--- config.mk ---
export PLATFORM = sky130hd
export DESIGN_NAME = sr_latch
export DESIGN_NICKNAME = d
export VERILOG_FILES = /design/src/rtl/sr_latch_pkg.sv /design/src/rtl/sr_latch_cell.sv /design/src/rtl/sr_latch.sv
export SDC_FILE = /design/constraint.sdc
export NUM_CORES = 1
export LEC_CHECK = 0
export CORE_AREA = 5 5 42 44
export CTS_CLUSTER_SIZE = 25
export DETAILED_ROUTE_END_ITERATION = 7
export DIE_AREA = 0 0 47 49
export PLACE_DENSITY = 0.38
export SETUP_SLACK_MARGIN = 0.1
export SLEW_MARGIN = 20
export SYNTH_ARGS = -nofsm -noshare
export SYNTH_HDL_FRONTEND = slang
export SYNTH_SLANG_ARGS = --single-unit
--- constraint.sdc ---
create_clock -name clk -period 0.8 [get_ports clk]
set_input_delay 0.16 -clock clk [delete_from_list [all_inputs] [get_ports clk]]
set_output_delay 0.16 -clock clk [all_outputs]
set_load 0.02 [all_outputs]
--- src/rtl/sr_latch_pkg.sv ---
// Shared definitions for the sr_latch bank: priority constants, the request
// encoding and the per-cell next-state rule used by every sr_cell.
package sr_latch_pkg;

    localparam bit RESET_WINS    = 1'b1;
    localparam bit SET_WINS      = 1'b0;
    localparam int DEFAULT_WIDTH = 1;

    typedef enum logic [1:0] {
        REQ_HOLD  = 2'b00,
        REQ_CLEAR = 2'b01,
        REQ_SET   = 2'b10,
        REQ_BOTH  = 2'b11
    } req_e;

    // Simultaneous set and clear resolves to the complement of the priority flag.
    function automatic logic resolveNext(input logic s, input logic r,
                                         input logic q, input logic resetDominant);
        req_e req;
        req = req_e'({s, r});
        case (req)
            REQ_HOLD:  return q;
            REQ_CLEAR: return 1'b0;
            REQ_SET:   return 1'b1;
            REQ_BOTH:  return ~resetDominant;
            default:   return q;
        endcase
    endfunction

endpackage

--- src/rtl/sr_latch_cell.sv ---
// Single-bit clocked SR cell: optional input synchronizer, next-state rule
// and registered rise/fall pulses that track the stored bit.
module sr_cell
    import sr_latch_pkg::*;
#(
    parameter bit RESET_DOMINANT = RESET_WINS,
    parameter bit INIT_VALUE     = 1'b0,
    parameter int SYNC_STAGES    = 0
) (
    input  logic clk,
    input  logic rst,
    input  logic set_i,
    input  logic reset_i,
    output logic q_o,
    output logic rise_o,
    output logic fall_o
);

    logic sEff;
    logic rEff;
    logic q_q;
    logic q_d;
    logic rise_q;
    logic rise_d;
    logic fall_q;
    logic fall_d;

    generate
        if (SYNC_STAGES == 0) begin : gDirect
            assign sEff = set_i;
            assign rEff = reset_i;
        end else begin : gSync
            logic [SYNC_STAGES-1:0] sSync_q;
            logic [SYNC_STAGES-1:0] rSync_q;

            always_ff @(posedge clk or posedge rst) begin
                if (rst) begin
                    sSync_q <= '0;
                    rSync_q <= '0;
                end else begin
                    sSync_q[0] <= set_i;
                    rSync_q[0] <= reset_i;
                    for (int i = 1; i < SYNC_STAGES; i++) begin
                        sSync_q[i] <= sSync_q[i-1];
                        rSync_q[i] <= rSync_q[i-1];
                    end
                end
            end

            assign sEff = sSync_q[SYNC_STAGES-1];
            assign rEff = rSync_q[SYNC_STAGES-1];
        end
    endgenerate

    always_comb begin
        q_d    = resolveNext(sEff, rEff, q_q, RESET_DOMINANT);
        rise_d = q_d & ~q_q;
        fall_d = ~q_d & q_q;
    end

    // Pulses are cleared by rst so a reset-induced change never produces an edge.
    always_ff @(posedge clk or posedge rst) begin
        if (rst) begin
            q_q    <= INIT_VALUE;
            rise_q <= 1'b0;
            fall_q <= 1'b0;
        end else begin
            q_q    <= q_d;
            rise_q <= rise_d;
            fall_q <= fall_d;
        end
    end

    assign q_o    = q_q;
    assign rise_o = rise_q;
    assign fall_o = fall_q;

endmodule

--- src/rtl/sr_latch.sv ---
// Bank of WIDTH independent clocked SR cells with complementary outputs and
// single-cycle edge pulses for the magnetron on/off request path.
module sr_latch
    import sr_latch_pkg::*;
#(
    parameter int               WIDTH          = DEFAULT_WIDTH,
    parameter bit               RESET_DOMINANT = RESET_WINS,
    parameter logic [WIDTH-1:0] INIT_VALUE     = '0,
    parameter int               SYNC_STAGES    = 0
) (
    input  logic             clk,
    input  logic             rst,
    input  logic [WIDTH-1:0] set,
    input  logic [WIDTH-1:0] reset,
    output logic [WIDTH-1:0] Q,
    output logic [WIDTH-1:0] Q_n,
    output logic [WIDTH-1:0] rise,
    output logic [WIDTH-1:0] fall
);

    for (genvar i = 0; i < WIDTH; i++) begin : gCell
        sr_cell #(
            .RESET_DOMINANT(RESET_DOMINANT),
            .INIT_VALUE    (INIT_VALUE[i]),
            .SYNC_STAGES   (SYNC_STAGES)
        ) uCell (
            .clk    (clk),
            .rst    (rst),
            .set_i  (set[i]),
            .reset_i(reset[i]),
            .q_o    (Q[i]),
            .rise_o (rise[i]),
            .fall_o (fall[i])
        );
    end

    // Derived from Q rather than stored so it can never disagree with it.
    assign Q_n = ~Q;

endmodule

---- Word-level counts from Yosys, hierarchy flattened ----
Cells that the tools add are included.
storage, ports and cells
  register bits ........................... 3
  output and inout bits ................... 4
  logic and storage cells ................. 13
cells by class
  equal/unequal tests ..................... 3
  muxes and demuxes ....................... 1
  bitwise logic cells ..................... 4
  reduce and logical (&&, ||, !) cells .... 2
operator list
  kind                                                  count
  equality test 2 bit (second input constant)           2
  one-hot mux 1 bit (3 select lines)                    1
  bitwise AND 1 bit                                     2
  equality test 2 x 1 -> 1 bit (second input constant)  1
  zero test 2 bit                                       1
  NOT 1 bit                                             2
  OR reduction 2 bit                                    1

---- Depth between registers and ports, before layout ----
  depth in word-level cells ............... 5
  mapped depth ............................ 1
  mapped depth without buffers ............ 1

---- Hierarchy ----
A second synthesis with hierarchy kept.
second synthesis, totals
  cells, all modules ...................... 8
  area, all modules ....................... 112.6 um2
by module, submodules not included
  module    instances  cells an instance  area each (um2)  seq. area each (um2)
  sr_cell   1          7                  108.9            75.1
  sr_latch  1          1                  3.8              0.0

---- Least setup slack after synthesis ----
No wires, ideal clock.
  path kind ............................... flip-flop to output port
  from .................................... reg gCell[0].uCell.q_q
  to ...................................... out Q_n
  arrival time ............................ 649 ps
  required time ........................... 640 ps
  slack ................................... -9 ps
  cell stages (with the launch flop) ...... 2
  path buffers ............................ 0
  cell sequence ........................... dfrtp_1 inv_1
between the ends
  cells in the longest elaborated chain, start to end .. 1
RTL lines
  what                    line                 text
  start, declared         sr_latch_cell.sv:21  logic q_q;
  start signal, assigned  sr_latch_cell.sv:68  q_q <= q_d;
  NOT 1 bit               sr_latch.sv:38       assign Q_n = ~Q;
  end, declared           sr_latch.sv:16       output logic [WIDTH-1:0] Q_n,
Every way passes these cells.

---- Final worst setup path ----
  from .................................... reg gCell[0].uCell.q_q
  to ...................................... out Q
RTL lines
  what           line            text
  end, declared  sr_latch.sv:15  output logic [WIDTH-1:0] Q,
No word-level cell between the ends.

==> out/qor.yml <==
cts_tree: "done"
synth_nets: 12
slowest_delay_ns: 0.40
grt_overflow: 0
yosysSeqAreaShare: 0.674
clkTransAtPathRegs_ns: 0.04
fin_cells: 37
cts_htree_levels: 1
viasPerCell: 2.70
syn_avg_cell_area_um2: 13.9
whs_ns: 0.110
reg2reg_from: "gCell[0].uCell.q_o"
drt_drc_violations_left: 0
crit_path_end_kind: "output pin"
cts_root_buf: "clkbuf_4"
max_slew_margin: 0.919
fmax_mhz: 1050
drive_gt1_frac: 0.571
violations: "negative setup slack"
io_buffer_count: 7
wl_per_cell_um: 7.59
syn-instance-count: 8
cp_top_family: "flip-flops"
design_area_um2: 249
netlist_area_um2: 111
start_kind: "flop"
finalHoldViolCount: 0
cp.arrival_ns: 0.79
ios: 8
ys_seq_elements: 3
setup_tns_ns: -0.728
rsz0062_at_grt: "yes"
dr.pass1.iters: 1
track_usage: 0.0409
clk-insertion-delay-late_ns: 0.23
num_rows: 14
yosysUniqueCellTypes: 5
grt_pass1_wl_um: 545
slew_viol_final: 0
power_density_mw_per_mm2: 2070
period_needed_ns: 0.954
drv_cap: 0
cts_inserted_buffers: 3
antenna_left: 0
crit_chain: "buf_4"
antenna_found_initial: 0
clock_sinks: 3
dp.cells: 32
power_uw: 516
drt_iter0_markers: 0
yosys_warnings: 0
area_growth_pct: 124
crit_type: "reg -> out"
worst_slack_ns: -0.154
crit_required_ns: 0.64
p_leak_nw: 0.121
worstMarginPinSlew_ns: 0.121
fp.dieW_um: 47
post-route-period-util: 1.19
wirelength_um: 281
ctsHoldBuffers: 0
start_util: 0.0795
diodes: 0
hp-class: "in -> async"
slowest_stage: "dfrtp_2"
cp_max_fo: 3
clock_skew_ns: 0.000356
vdd_drop_max_mv: 0.285
r2r_setup_slack_ns: -0.12
reg2reg_to: "gCell[0].uCell.q_o"
grt_pass1_vias: 135
worstSetupPathDepth: 1
rr_worst_depth: 3
fillers: 165
grt_max_degree: 4
setup_viol: 7
die_area_mm2: 0.00230
via_count: 100
status: "finished, violations left"
clk_path_buf_depth: 2
core_area_mm2: 0.00140
nets: 26
gp_congestion: 0.719
postPlaceCellArea_um2: 210
die_h_um: 49
critical_path_buf_inv_count: 1
## power breakdown
part           switching, mW  total [mW]  internal, mW  leakage (nW)
registers            0.00506       0.167         0.162        0.0378
clock network         0.0770       0.264         0.187        0.0150
logic                 0.0348      0.0857        0.0509        0.0687
total                  0.117       0.516         0.400         0.121
## area by class of cell
cell class / instances / area (um^2) / share of cell area
multi-input combinational: 3 / 28.8 / 0.116
clock buffer: 4 / 26.3 / 0.106
sequential: 3 / 76.3 / 0.307
timing repair buffer: 9 / 90.1 / 0.362
tap: 16 / 20.0 / 0.0804
inverter: 2 / 7.51 / 0.0302
## worst max path at each step
| stage | from | to | slack [ns] |
|---|---|---|---|
| 6_report | gCell[0].uCell.q_o | Q | -0.15 |
| 5_1_grt | gCell[0].uCell.q_o | Q | -0.19 |
| 4_1_cts | gCell[0].uCell.q_o | Q | -0.17 |
| 3_5_place_dp | gCell[0].uCell.q_o | Q_n | -0.39 |
| 3_3_place_gp | gCell[0].uCell.q_o | Q_n | -0.39 |
| 2_1_floorplan | gCell[0].uCell.q_o | gCell[0].uCell.q_o | 0.05 |
## stage by stage
stage           util  setup slack, ns
6_report       0.178           -0.154
5_1_grt        0.178           -0.190
4_1_cts        0.176           -0.169
3_5_place_dp   0.150           -0.388
3_3_place_gp   0.150           -0.390
2_1_floorplan      -           0.0501
## metal layers
layer | vias up | track usage | wire, um
met5 | - | 0 | 0
met4 | 0 | 0.0553 | 0
met3 | 0 | 0.0443 | 74
met2 | 8 | 0.0407 | 109
met1 | 42 | 0.0353 | 97
li1 | 50 | - | -
## sequential cells by signal (all words and copies together) (netlist names)
signal	flops
gCell.uCell.rise_o	1
gCell.uCell.fall_o	1
gCell.uCell.q_o	1
## cells by family after synthesis
logic type	count (synthesis)	share of synthesized area
AO/OA/AOI/OAI	1	0.0899
buffers and inverters	2	0.0674
AND/OR/NAND/NOR	2	0.169
flip-flops	3	0.674
## layout by cell type, fill, tap and decap left out
cell type,instances
dfrtp_1,2
clkdlybuf4s50_1,3
nor3b_2,1
clkbuf_4,3
inv_2,1
clkbuf_1,1
buf_6,4
inv_1,1
dfrtp_2,1
buf_4,2
o21ba_1,1
and2_1,1
## Yosys cell counts
library cell | number | share of area
dfrtp_1 | 3 | 0.67
inv_1 | 2 | 0.067
and2_1 | 1 | 0.056
nor3b_2 | 1 | 0.11
o21ba_1 | 1 | 0.090
## repair_timing
item	4_1_cts	5_1_grt
gates resized for setup	23	1
endpoints found under the setup margin	7	7
cloned	0	0
setup buffers	1	0
Note: power is estimated with default switching activity, not from simulation.
